## config.mk

```make
export PLATFORM = sky130hd
export DESIGN_NAME = hrmf_seq_ctrl
export DESIGN_NICKNAME = d
export VERILOG_FILES = /design/src/rtl/hrmf_seq_ctrl.sv
export SDC_FILE = /design/constraint.sdc
export NUM_CORES = 1
export LEC_CHECK = 0
export CORE_MARGIN = 2
export CORE_UTILIZATION = 46
export DETAILED_ROUTE_END_ITERATION = 8
export PLACE_DENSITY = 0.72
export SLEW_MARGIN = 0
export SYNTH_ARGS = -nofsm -noshare
export SYNTH_HDL_FRONTEND = slang
export SYNTH_SLANG_ARGS = --single-unit
```

## constraint.sdc

```tcl
create_clock -name clk_i -period 4.7 [get_ports clk_i]
set_input_delay 1.175 -clock clk_i [delete_from_list [all_inputs] [get_ports clk_i]]
set_output_delay 1.175 -clock clk_i [all_outputs]
set_load 0.05 [all_outputs]
```

## src/rtl/hrmf_seq_ctrl.sv

```systemverilog
// Sequencer for one HRMF radix-16 engine: frames input beats, drives SEL_HRMF, tracks output valid/last
// across the MTU delay and issues ROTATOR1 twiddle addresses. Option macro: HRMF_CTRL_TF_ROM_REG_EN.
module hrmf_seq_ctrl #(
    parameter int N_PTS   = 64,
    parameter int MTU_LAT = 3,
    parameter int TF_AW   = 6
) (
    input  logic             clk_i,
    input  logic             rst_n_i,
    input  logic             start_i,
    input  logic             in_valid_i,
    output logic             in_ready_o,
    output logic [1:0]       sel_hrmf_o,
    output logic             out_valid_o,
    output logic             out_last_o,
    output logic [TF_AW-1:0] tf_addr0_o,
    output logic [TF_AW-1:0] tf_addr1_o,
    output logic [TF_AW-1:0] tf_addr2_o,
    output logic [TF_AW-1:0] tf_addr3_o,
    output logic             busy_o,
    output logic             err_o
);

    localparam int BEATS = N_PTS / 4;
    localparam int CW    = $clog2(BEATS);
    localparam int FW    = $clog2(MTU_LAT + 1);
    localparam logic [CW-1:0] LAST_BEAT = CW'(BEATS - 1);

    typedef enum logic [1:0] {ST_IDLE, ST_RUN, ST_FLUSH} state_t;

    state_t               state_q, state_d;
    logic [CW-1:0]        cnt_q, cnt_d;
    logic [FW-1:0]        fl_q, fl_d;
    logic                 err_q, err_d;
    logic [MTU_LAT-1:0]   vld_q, vld_d;
    logic [MTU_LAT-1:0]   lst_q, lst_d;
    logic [CW-1:0]        idx_q [MTU_LAT];
    logic [CW-1:0]        idx_d [MTU_LAT];
    logic                 accept;
    logic                 underrun;
    logic                 last_beat;

    assign accept    = (state_q == ST_RUN) && in_valid_i;
    assign underrun  = (state_q == ST_RUN) && !in_valid_i;
    assign last_beat = (cnt_q == LAST_BEAT);

    always_ff @(posedge clk_i or negedge rst_n_i) begin
        if (!rst_n_i) begin
            state_q <= ST_IDLE;
        end else begin
            state_q <= state_d;
        end
    end

    always_comb begin
        state_d = state_q;
        cnt_d   = cnt_q;
        fl_d    = fl_q;
        err_d   = err_q;
        case (state_q)
            ST_IDLE: begin
                cnt_d = '0;
                fl_d  = '0;
                if (start_i) begin
                    state_d = ST_RUN;
                    err_d   = 1'b0;
                end
            end
            ST_RUN: begin
                if (!in_valid_i) begin
                    state_d = ST_IDLE;
                    err_d   = 1'b1;
                    cnt_d   = '0;
                end else if (last_beat) begin
                    // The counter wraps either way; in FLUSH it keeps feeding SEL_HRMF.
                    cnt_d = '0;
                    if (!start_i) begin
                        state_d = ST_FLUSH;
                        fl_d    = '0;
                    end
                end else begin
                    cnt_d = cnt_q + 1'b1;
                end
            end
            ST_FLUSH: begin
                cnt_d = cnt_q + 1'b1;
                if (fl_q == FW'(MTU_LAT - 1)) begin
                    state_d = ST_IDLE;
                    cnt_d   = '0;
                end else begin
                    fl_d = fl_q + 1'b1;
                end
            end
            default: state_d = ST_IDLE;
        endcase
    end

    // Stage s holds the beat accepted s+1 cycles ago; the last stage is the live output.
    always_comb begin
        vld_d    = '0;
        lst_d    = '0;
        vld_d[0] = accept;
        lst_d[0] = accept && last_beat;
        idx_d[0] = cnt_q;
        for (int s = 1; s < MTU_LAT; s++) begin
            vld_d[s] = vld_q[s-1];
            lst_d[s] = lst_q[s-1];
            idx_d[s] = idx_q[s-1];
        end
        if (underrun) begin
            vld_d = '0;
            lst_d = '0;
        end
    end

    always_ff @(posedge clk_i or negedge rst_n_i) begin
        if (!rst_n_i) begin
            cnt_q <= '0;
            fl_q  <= '0;
            err_q <= 1'b0;
            vld_q <= '0;
            lst_q <= '0;
            for (int s = 0; s < MTU_LAT; s++) begin
                idx_q[s] <= '0;
            end
        end else begin
            cnt_q <= cnt_d;
            fl_q  <= fl_d;
            err_q <= err_d;
            vld_q <= vld_d;
            lst_q <= lst_d;
            for (int s = 0; s < MTU_LAT; s++) begin
                idx_q[s] <= idx_d[s];
            end
        end
    end

    assign in_ready_o  = (state_q == ST_RUN);
    assign sel_hrmf_o  = (state_q == ST_IDLE) ? 2'b00 : cnt_q[1:0];
    assign out_valid_o = vld_q[MTU_LAT-1];
    assign out_last_o  = lst_q[MTU_LAT-1];
    assign busy_o      = (state_q != ST_IDLE) || (|vld_q);
    assign err_o       = err_q;

    // A registered-output ROM needs its address one stage early (requires MTU_LAT >= 2).
`ifdef HRMF_CTRL_TF_ROM_REG_EN
    localparam int TF_STG = MTU_LAT - 2;
`else
    localparam int TF_STG = MTU_LAT - 1;
`endif

    logic             tf_vld;
    logic [CW-1:0]    tf_j;
    logic [TF_AW-1:0] tf_g;
    logic [1:0]       tf_b;
    logic [TF_AW-1:0] tf_addr [4];

    assign tf_vld = vld_q[TF_STG];
    assign tf_j   = idx_q[TF_STG];
    assign tf_g   = TF_AW'(tf_j >> 2);
    assign tf_b   = tf_j[1:0];

    // Address is g*(4b+k) mod N_PTS; built as shift-and-add over the 4-bit multiplier 4b+k.
    genvar gi;
    generate
        for (gi = 0; gi < 4; gi++) begin : g_lane
            logic [3:0]       mult;
            logic [TF_AW-1:0] prod;

            assign mult = {tf_b, 2'(gi)};

            always_comb begin
                prod = '0;
                for (int p = 0; p < 4; p++) begin
                    if (mult[p]) begin
                        prod = prod + (tf_g << p);
                    end
                end
            end

            assign tf_addr[gi] = tf_vld ? prod : '0;
        end
    endgenerate

    assign tf_addr0_o = tf_addr[0];
    assign tf_addr1_o = tf_addr[1];
    assign tf_addr2_o = tf_addr[2];
    assign tf_addr3_o = tf_addr[3];

endmodule
```

==> impl_metrics.json <==
{
  "layout-drive-gt1-share_pct": 12.7,
  "swShare_pct": 38.1,
  "syn_area_um2": 1510,
  "cp-start-kind": "register",
  "antenna_found_initial": 0,
  "netlist_instances": 140,
  "grt_pass1_wl_um": 4200,
  "rr_startpoint": "state_q[1]$_DFFE_PN0P_",
  "setup_viol": 0,
  "synthTopCellsByArea": "dfrtp_1 45%, ha_1 9.9%, buf_4 5.0%",
  "pwr-share-seq_pct": 46.6,
  "p_clk_share_pct": 16.0,
  "yosysMostFrequentCell": "dfrtp_1",
  "path_clk_slew_ns": 0.15,
  "vias": 1014,
  "drv_cap": 0,
  "yosys-top-cells-count": "27 x dfrtp_1, 12 x ha_1, 10 x and2_1, 10 x buf_4, 10 x nor2_1",
  "worstPathRequired_ns": 3.52,
  "nets": 184,
  "routed_wl_um": 2520,
  "die_x_um": 61.3,
  "power.switching_mw": 0.232,
  "multi_input_area_um2": 724,
  "fp.dieH_um": 61.3,
  "post-route-util_pct": 59.5,
  "hold_path_end": "tf_j[2]$_DFF_PN0_",
  "grt_pass1_vias": 986,
  "synth.distinct_cells": 42,
  "ctsHoldBuffers": 0,
  "reg2reg_slack_ns": 3.05,
  "met3_length_um": 84,
  "critical_path_class": "reg -> out",
  "leakagePower_nw": 0.831,
  "reg2regPathDepth": 7,
  "io_buffer_count": 31,
  "clkSinkCount": 27,
  "drtAntennaViolNets": 0,
  "synthFlopType": "dfrtp_1",
  "clk_path_buf_depth": 2,
  "drc_errors": 0,
  "cts_tree": "built",
  "grt_start_max_net_pins": 17,
  "hold_path.startpoint": "idx_d[2]$_DFF_PN0_",
  "wl_per_cell_um": 12.0,
  "cts.root.buffer_cell": "clkbuf_4",
  "outcome": "finished, final reports clean",
  "hold_viol_final": 0,
  "period_share_pct": 91.5,
  "tns_ns": 0,
  "peakVddDrop_mv": 0.193,
  "clkLatencyLatePin_ns": 0.32,
  "start_util_pct": 49.1,
  "ios": 35,
  "htreeDepth": 1,
  "fmax_mhz": 233,
  "m1WireLength_um": 1120,
  "num_rows": 20,
  "rsz0062_at_grt": "no",
  "fin_crit_ns": 4.30,
  "synth_enable_flop_cells": 0,
  "worstMarginPinSlew_ns": 0.526,
  "dr.pass1.iters": 4,
  "gp_congestion": 0.852,
  "ys_ff_latch": 27,
  "synth_seq_area_share_pct": 44.7,
  "worst-path-max-fanout": 9,
  "cts_buffers": 3,
  "r2r-end": "cnt_q[3]$_DFFE_PN0P_",
  "dp_hpwl_um": 2020,
  "power.density_nw_per_um2": 332,
  "track_usage_pct": 15.2,
  "synth_top_area_share_pct": 44.7,
  "finClkSkew_ns": 0.0139,
  "overflow": 0,
  "viasPerCell": 4.85,
  "p_int_mw": 0.376,
  "seqCellArea_um2": 676,
  "drtIter0Drc": 25,
  "fillerInstances": 271,
  "comb_power_share_pct": 37.4,
  "yosys_warnings": 0,
  "core_area_um2": 3080,
  "synth_top_area_cell": "dfrtp_1",
  "end_kind": "primary output",
  "cp.arrival_ns": 3.12,
  "highest_layer": "met4",
  "relSlewSlack_pct": 64.8,
  "hold_class": "reg -> reg",
  "cts_resized": 0,
  "avgSynthCellArea_um2": 10.8,
  "routed-wl-met2_um": 1270,
  "area_growth_pct": 21.1,
  "maxSlewViolCount": 0,
  "postCtsSetupBuffers": 0,
  "antenna_cells": 0,
  "whs_path_depth": 0,
  "async_flop_share_pct": 100,
  "die_area_um2": 3760
}
registers in the layout (all words and copies together), names as in the netlist:
| name | flops |
|---|---|
| fl_q | 2 |
| err_o | 1 |
| tf_j | 4 |
| lst_q | 3 |
| vld_q | 3 |
| cnt_q | 4 |
| state_q | 2 |
| idx_d | 8 |
cells in the final DEF, fill, tap and decap left out, types with 3 or more instances in the layout:
cell type / synthesis / layout
nor2_1: 10 / 10
dfrtp_1: 27 / 27
mux2_2: 3 / 3
and2_1: 10 / 10
inv_1: 7 / 7
nand2_1: 5 / 5
o21ai_0: 3 / 3
clkbuf_4: 0 / 3
a21oi_1: 3 / 3
ha_1: 12 / 12
clkdlybuf4s50_1: 0 / 31
nand2b_1: 4 / 4
nor2b_1: 7 / 7
and3_1: 3 / 3
conb_1: 1 / 3
per-stage QoR:
stage / std cells / setup WS [ns] / hold slack [ns] / area [um^2] / power, mW
floorplan: 142 / 0.773 / 0.331 / 1520 / 0.457
CTS: 209 / 0.362 / 0.354 / 1830 / 0.615
global route: 209 / 0.186 / 0.365 / 1830 / 0.647
detailed placement: 205 / 0.757 / 0.335 / 1800 / 0.518
finish: 209 / 0.401 / 0.353 / 1830 / 0.608
global placement: 205 / 0.875 / 0.332 / 1800 / 0.511
power groups by stage:
stage	Clock (mW)	Combinational, mW	Sequential (mW)
2_1_floorplan	0	0.160	0.297
3_3_place_gp	0	0.225	0.287
3_5_place_dp	0	0.230	0.288
4_1_cts	0.101	0.230	0.283
5_1_grt	0.113	0.247	0.287
6_report	0.0972	0.227	0.283
layout make-up:
cell class | instances | area share, %
inverters | 8 | 1.64
well taps | 44 | 3.01
multi-input cells | 94 | 39.6
clock inverters | 1 | 0.273
clock buffers | 3 | 1.23
flip-flops and latches | 27 | 36.9
repair buffers | 32 | 17.4
logic make-up (layout without fill, tap and decap cells):
| kind of cell | count (synthesis) | in the layout | share of synthesized area (%) |
|---|---|---|---|
| AO/OA/AOI/OAI | 19 | 19 | 9.35 |
| multiplexers | 6 | 6 | 4.55 |
| AND/OR/NAND/NOR | 52 | 52 | 20.7 |
| adder cells (fa/ha/maj) | 14 | 14 | 12.6 |
| buffers and inverters | 21 | 44 | 7.86 |
| flip-flops | 27 | 27 | 44.7 |
| other | 1 | 3 | 0.248 |
worst max-delay path by stage:
stage / start / endpoint / slack, ns
finish: tf_j[2]$_DFF_PN0_ / tf_addr3_o[4] / 0.40
global placement: tf_j[2]$_DFF_PN0_ / tf_addr3_o[4] / 0.88
global route: tf_j[2]$_DFF_PN0_ / tf_addr3_o[4] / 0.19
detailed placement: tf_j[2]$_DFF_PN0_ / tf_addr2_o[4] / 0.76
CTS: tf_j[2]$_DFF_PN0_ / tf_addr2_o[4] / 0.36
floorplan: tf_j[2]$_DFF_PN0_ / tf_addr3_o[4] / 0.77
routing by layer:
layer | vias to the layer above | GRT usage, %
met2 | 27 | 25.7
li1 | 502 | -
met3 | 4 | 2.52
met1 | 481 | 18.7
met5 | - | 0
met4 | 0 | 7.76
critical path, cell delays in order (launching register included):
cell and delay (ns):
dfrtp_1 0.53, inv_1 0.09, ha_1 0.23, and2_4 0.17, o21ai_0 0.22, fa_1 0.44, nand2b_1 0.14, a21boi_0 0.17
clkdlybuf4s50_1 0.82
Note: power is estimated with default switching activity, not from simulation.
